==> config.mk <==
export PLATFORM = sky130hd
export DESIGN_NAME = if_stage
export DESIGN_NICKNAME = d
export VERILOG_FILES = /design/src/rtl/if_stage.sv
export SDC_FILE = /design/constraint.sdc
export NUM_CORES = 1
export LEC_CHECK = 0
export BUFFER_PORTS_ARGS = -buffer_cell sky130_fd_sc_hd__buf_2
export CAP_MARGIN = 20
export CORE_ASPECT_RATIO = 1.25
export CORE_UTILIZATION = 52
export DETAILED_ROUTE_END_ITERATION = 8
export PLACE_DENSITY = 0.85
export SETUP_SLACK_MARGIN = 0.5
export SLEW_MARGIN = 15
export SYNTH_ARGS = -nofsm -noshare
export SYNTH_HDL_FRONTEND = slang
export SYNTH_SLANG_ARGS = --single-unit
==> constraint.sdc <==
create_clock -name clk -period 4.65 [get_ports clk]
set_input_delay 0.2325 -clock clk [delete_from_list [all_inputs] [get_ports clk]]
set_output_delay 0.2325 -clock clk [all_outputs]
set_load 0.03 [all_outputs]
==> src/rtl/if_stage.sv <==
// Instruction fetch stage: owns the PC, presents it to a combinational-read
// instruction memory and latches the returned word into the IF/ID register.
module if_stage #(
    parameter logic [31:0] RESET_PC   = 32'h0000_0000,
    parameter int          IMEM_WORDS = 2048,
    parameter logic [31:0] NOP_INSTR  = 32'h0000_0000
) (
    input  logic        clk,
    input  logic        rst_n,
    input  logic        stall,
    input  logic        redirect,
    input  logic [31:0] redirect_pc,
    output logic [31:0] im_a,
    output logic        im_r,
    input  logic [31:0] im_rd,
    output logic [31:0] id_instr,
    output logic [31:0] id_pc,
    output logic [31:0] id_pc4,
    output logic        id_valid,
    output logic        fetch_err
);

    typedef enum logic [1:0] {
        BOOT = 2'd0,
        RUN  = 2'd1,
        HALT = 2'd2
    } state_t;

    localparam logic [31:0] IMEM_LIMIT = 32'(IMEM_WORDS);

    state_t      state_q, state_d;
    logic [31:0] pc_q, pc_d;
    logic [31:0] instr_q, instr_d;
    logic [31:0] id_pc_q, id_pc_d;
    logic [31:0] id_pc4_q, id_pc4_d;
    logic        valid_q, valid_d;
    logic        err_q, err_d;

    logic [31:0] pc_plus4;
    logic        misaligned;
    logic        out_of_range;
    logic        fetch_fault;

    assign pc_plus4     = pc_q + 32'd4;
    assign misaligned   = |pc_q[1:0];
    assign out_of_range = {2'b00, pc_q[31:2]} >= IMEM_LIMIT;
    assign fetch_fault  = misaligned || out_of_range;

    // The PC is always visible on the bus; only RUN actually requests a read.
    assign im_a = pc_q;
    assign im_r = (state_q == RUN);

    always_comb begin
        state_d  = state_q;
        pc_d     = pc_q;
        instr_d  = instr_q;
        id_pc_d  = id_pc_q;
        id_pc4_d = id_pc4_q;
        valid_d  = valid_q;
        err_d    = err_q;

        unique case (state_q)
            BOOT: begin
                state_d = RUN;
            end
            RUN: begin
                // A bad PC wins over everything: the word on im_rd is never trusted.
                if (fetch_fault) begin
                    state_d = HALT;
                    instr_d = NOP_INSTR;
                    valid_d = 1'b0;
                    err_d   = 1'b1;
                end else if (redirect) begin
                    pc_d    = redirect_pc;
                    instr_d = NOP_INSTR;
                    valid_d = 1'b0;
                end else if (!stall) begin
                    pc_d     = pc_plus4;
                    instr_d  = im_rd;
                    id_pc_d  = pc_q;
                    id_pc4_d = pc_plus4;
                    valid_d  = 1'b1;
                end
            end
            HALT: begin
                state_d = HALT;
            end
            default: begin
                state_d = HALT;
                err_d   = 1'b1;
            end
        endcase
    end

    always_ff @(posedge clk) begin
        if (!rst_n) begin
            state_q  <= BOOT;
            pc_q     <= RESET_PC;
            instr_q  <= NOP_INSTR;
            id_pc_q  <= 32'd0;
            id_pc4_q <= 32'd0;
            valid_q  <= 1'b0;
            err_q    <= 1'b0;
        end else begin
            state_q  <= state_d;
            pc_q     <= pc_d;
            instr_q  <= instr_d;
            id_pc_q  <= id_pc_d;
            id_pc4_q <= id_pc4_d;
            valid_q  <= valid_d;
            err_q    <= err_d;
        end
    end

    assign id_instr  = instr_q;
    assign id_pc     = id_pc_q;
    assign id_pc4    = id_pc4_q;
    assign id_valid  = valid_q;
    assign fetch_err = err_q;

endmodule

== Word-level counts from Yosys, hierarchy flattened ==
Index checks and enable logic that the tools add are counted.

* Bits in registers: 132
* Bits of input ports: 68
* Word-level logic and storage cells: 38

* Add/sub/neg operators: 1
* Magnitude comparators: 1
* Eq/ne operators: 5
* Muxes and demuxes: 12
* Bitwise gates (word level): 4
* Reductions and logical operators: 8

{| class="wikitable"
|+ Operator list
! cell !! count
|-
| $mux W32 || 5
|-
| $add A32 B3 Y32 const B || 1
|-
| $ge A30 B12 Y1 const B || 1
|-
| $mux W1 || 4
|-
| $ne A2 B1 Y1 const B || 2
|-
| $not A1 Y1 || 4
|-
| $pmux W2 S2 || 1
|-
| $reduce_and A2 Y1 || 2
|-
| $reduce_and A4 Y1 || 1
|-
| $reduce_or A2 Y1 || 2
|-
| $ne A3 B1 Y1 const B || 1
|-
| $reduce_and A3 Y1 || 1
|-
| $eq A2 B1 Y1 const B || 1
|-
| $eq A2 B2 Y1 const B || 1
|-
| $logic_not A2 Y1 || 1
|-
| $mux W2 || 1
|-
| $pmux W1 S2 || 1
|-
| $logic_or A1 B1 Y1 || 1
|}

== Depth between registers and ports, before layout ==
* Depth in word-level cells: 4
* Mapped depth: 8
* Depth with buffers taken out: 6

== Worst setup path after synthesis ==
OpenSTA, ideal clock, no wires.

* Path kind: reg-to-reg
* Start point: register pc_q[15], in the netlist im_a[15]
* End point: register pc_q[10], in the netlist im_a[10]
* Setup time: 0.116 ns
* Arrival time: 1.880 ns
* Data required time: 4.534 ns
* Setup slack: 2.654 ns
* Cell stages (with the launch flop): 7
* Path buffers: 1
* Cell sequence: dfxtp_1 > or4_1 > nor4_4 > and2_1 > buf_4 > o21ai_0 > a31o_2

* Cells in the longest elaborated chain, start to end: 4

{| class="wikitable"
|+ Ends and longest elaborated chain
! what !! line !! text
|-
| start: declaration || 32 || <nowiki>logic [31:0] pc_q, pc_d;</nowiki>
|-
| start signal: assignment || 106 || <nowiki>pc_q <= pc_d;</nowiki>
|-
| $ge A30 B12 Y1 || 46 || <nowiki>assign out_of_range = {2'b00, pc_q[31:2]} >= IMEM_LIMIT;</nowiki>
|-
| $logic_or A1 B1 Y1 || 47 || <nowiki>assign fetch_fault = misaligned || out_of_range;</nowiki>
|-
| $not A1 Y1 (no source line) || -- ||
|-
| $reduce_and A3 Y1 (no source line) || -- ||
|}

Every way passes these cells.
A chain may end at the register's enable or synchronous reset.

== Worst setup path in the final report ==
* Start point: register pc_q[15], in the netlist im_a[15]
* End point: register id_pc4_q[13], in the netlist id_pc4[13]

* Cells in the longest elaborated chain, start to end: 4

{| class="wikitable"
|+ Ends and longest elaborated chain
! what !! line !! text
|-
| $ge A30 B12 Y1 || 46 ||
|-
| $logic_or A1 B1 Y1 || 47 ||
|-
| $not A1 Y1 (no source line) || -- ||
|-
| $reduce_and A4 Y1 (no source line) || -- ||
|-
| end signal: assignment || 109 || <nowiki>id_pc4_q <= id_pc4_d;</nowiki>
|-
| end: declaration || 35 || <nowiki>logic [31:0] id_pc4_q, id_pc4_d;</nowiki>
|}

Every way passes these cells.

==> impl_metrics.toml <==
[place]
place_ws_ns = 2.14
hpwlAfterDp_mm = 8.49
portBuffers = 198
placed_cells = 837
gp_congestion = 0.810
placed_area_um2 = 5900

[logic_synthesis]
synth_nets = 633
yosys.cell_count.top_type = "nand2_1"
async_flop_share_pct = 0
synth_cell_types = 48
ys_ff_latch = 130
synth_common_cells = "143 x nand2_1, 130 x dfxtp_1, 44 x and3_1"
yosys.area.top_type = "dfxtp_1"
synthFlopType = "dfxtp_1"
synthTopCellsByArea = "dfxtp_1 53%, nand2_1 11%, and3_1 5.6%, o22ai_1 4.0%, clkbuf_1 2.8%"
syn_area_per_cell_um2 = 8.80
syn_area_um2 = 4950
syn_inst = 563
synth_edf_count = 0
yosysWarningCount = 0
synth_top_area_share_pct = 52.5
seq_area_frac_synth_pct = 52.5

[hold_path]
min_from = "im_rd[0]"
whs_path_depth = 3
whs_endpoint = "id_instr[0]"
hold_path.class = "in2reg"

[critical_path]
critPathTopFamily = "simple AND/OR/NAND/NOR gates"
required_ns = 4.99
critPathSlowestCell = "and3_1"
r2r_end = "id_pc4[13]"
reg2reg_depth = 5
r2r_setup_slack_ns = 2.08
crit_path_start_kind = "flop"
slowest_delay_ns = 0.89
cp_cell_sequence = "or4_1, nor2_2, and3_1, o21ai_0, o21ba_2"
cp_max_fo = 31
crit_type = "reg2reg"
worst_r2r_startpoint = "im_a[15]"
arrival_ns = 2.91
worstPathBufferInverterCount = 0
crit_path_end_kind = "flop"

[global_route]
grt_pass1_vias = 4327
met3_usage_pct = 7.67
use_met1_pct = 28.4
grt_overflow = 0
globalRoute.busiestLayer = "met2"
gr-usage-all-layers_pct = 25.1
antenna_found_initial = 0
grt_pass1_wl_mm = 19.6
grt_max_degree = 125
grtUsageMet2_pct = 42.4

[timing]
hold_viol = 0
worst_pin_slew_ns = 1.04
slew_headroom_pct = 30.4
clock.fmax_mhz = 389
tns_ns = 0
finalSetupViolations = 0
skew_ns = 0.0109
fin_crit_sh_pct = 55.3
rsz0062_at_grt = "no"
whs_ns = 0.0782
setup_slack_ns = 2.08
min_period_ns = 2.57
finalMaxSlewViolations = 0

[die]
rows = 39
initial_core_util_pct = 54.0
die_h_um = 111
ios = 199
die_area_um2 = 9930
die_width_um = 89.3
core-area_um2 = 9170

[routing]
wl_mm = 12.8
vias_per_cell = 5.39
vias = 4686
final_antenna_net_count = 0
drt_iter0_drc = 210
route.detailed.drc = 0
dr.pass1.iters = 5
wl_per_cell_um = 14.7

[power]
p_total_mw = 3.69
p_per_area_nw_per_um2 = 566
leakage_nw = 3.27
ir_worst_vdd_mv = 0.297

[final_layout]
final_nets = 803
final_cells = 869
post-route-util_pct = 71.1
fill_cells = 728
syn_to_final_growth_pct = 31.6
final_area_um2 = 6520
diodes = 0
drive_above_1_share_pct = 33.9

[clocking]
clkSlewWorstSetupHoldPaths_ns = 0.06
postCtsSetupRepairBufs = 0
cts_inserted_buffers = 17
htree_levels = 4
cts_sinks = 130
clock-root-buffer = "clkbuf_16"
insertion_delay_ns = 0.40
cts.repair.resized = 0
cts_buffer_depth = 2
tritoncts = "done"
holdBufCountCts = 0

[run_status]
status = "completed"

[run]
max_cap_violations = 0
==> layout make-up <==
type                    count  area [um2]  area share, %
flip-flops and latches    130        2600           39.9
inverters                   6        22.5          0.345
clock buffers              18         439           6.74
well taps                 123         154           2.36
multi-input cells         376        2100           32.2
repair buffers            202        1020           15.7
clock inverters            14         178           2.73
==> registers in the layout, indices dropped and copies added (netlist names) <==
signal     count
fetch_err      1
id_instr      32
id_pc         32
id_pc4        30
id_valid       1
im_a          32
state_q        2
==> power breakdown <==
group / internal, mW / switching (mW)
clock: 0.863 / 0.495
sequential: 1.24 / 0.115
combinational: 0.288 / 0.694
total: 2.39 / 1.30
==> logic make-up (layout without fill, tap and decap cells) <==
group	Yosys count	after routing	share of synthesized area (%)
AND/OR/NAND/NOR	250	250	23.7
flip-flops	130	130	52.5
AO/OA/AOI/OAI	113	113	16.0
buffers and inverters	57	240	5.23
XOR/XNOR	8	8	1.41
multiplexers	3	3	0.606
adder cells (fa/ha/maj)	2	2	0.505
==> worst max-delay path by stage <==
stage | startpoint | end | slack [ns] | depth (start not counted)
final | im_a[15] | id_pc4[13] | 2.08 | 5
after global routing | im_a[15] | id_pc4[4] | 1.89 | 5
after CTS | im_a[15] | id_pc4[13] | 2.11 | 5
after detailed placement | im_a[15] | id_pc4[13] | 2.14 | 5
after global placement | im_a[15] | id_pc4[13] | 2.17 | 5
after floorplan | im_a[15] | im_a[10] | 2.65 | 6
==> layer usage <==
metal	share of wire, %	wire length, um
met5	0	0
met1	40	5110
met2	51	6490
met4	2.2	284
met3	7.0	889
==> worst reg2reg max path: stages, from the launching register on <==
cell and delay (ns):
dfxtp_1 0.34, or4_1 0.61, nor2_2 0.24, and3_1 0.89
o21ai_0 0.16, o21ba_2 0.28
==> cell usage in the layout (no fill, tap or decap), types with 6 or more instances in the layout <==
cell       instances
buf_2            197
a21boi_0          12
dfxtp_1          130
nand3_1           14
nand2_1          143
clkbuf_16         17
and3_1            44
nor2_1            15
o21ai_2            7
o22ai_1           32
o21ai_0           16
inv_1              6
o211a_1            9
No activity file was read; power rests on OpenSTA's default activity.
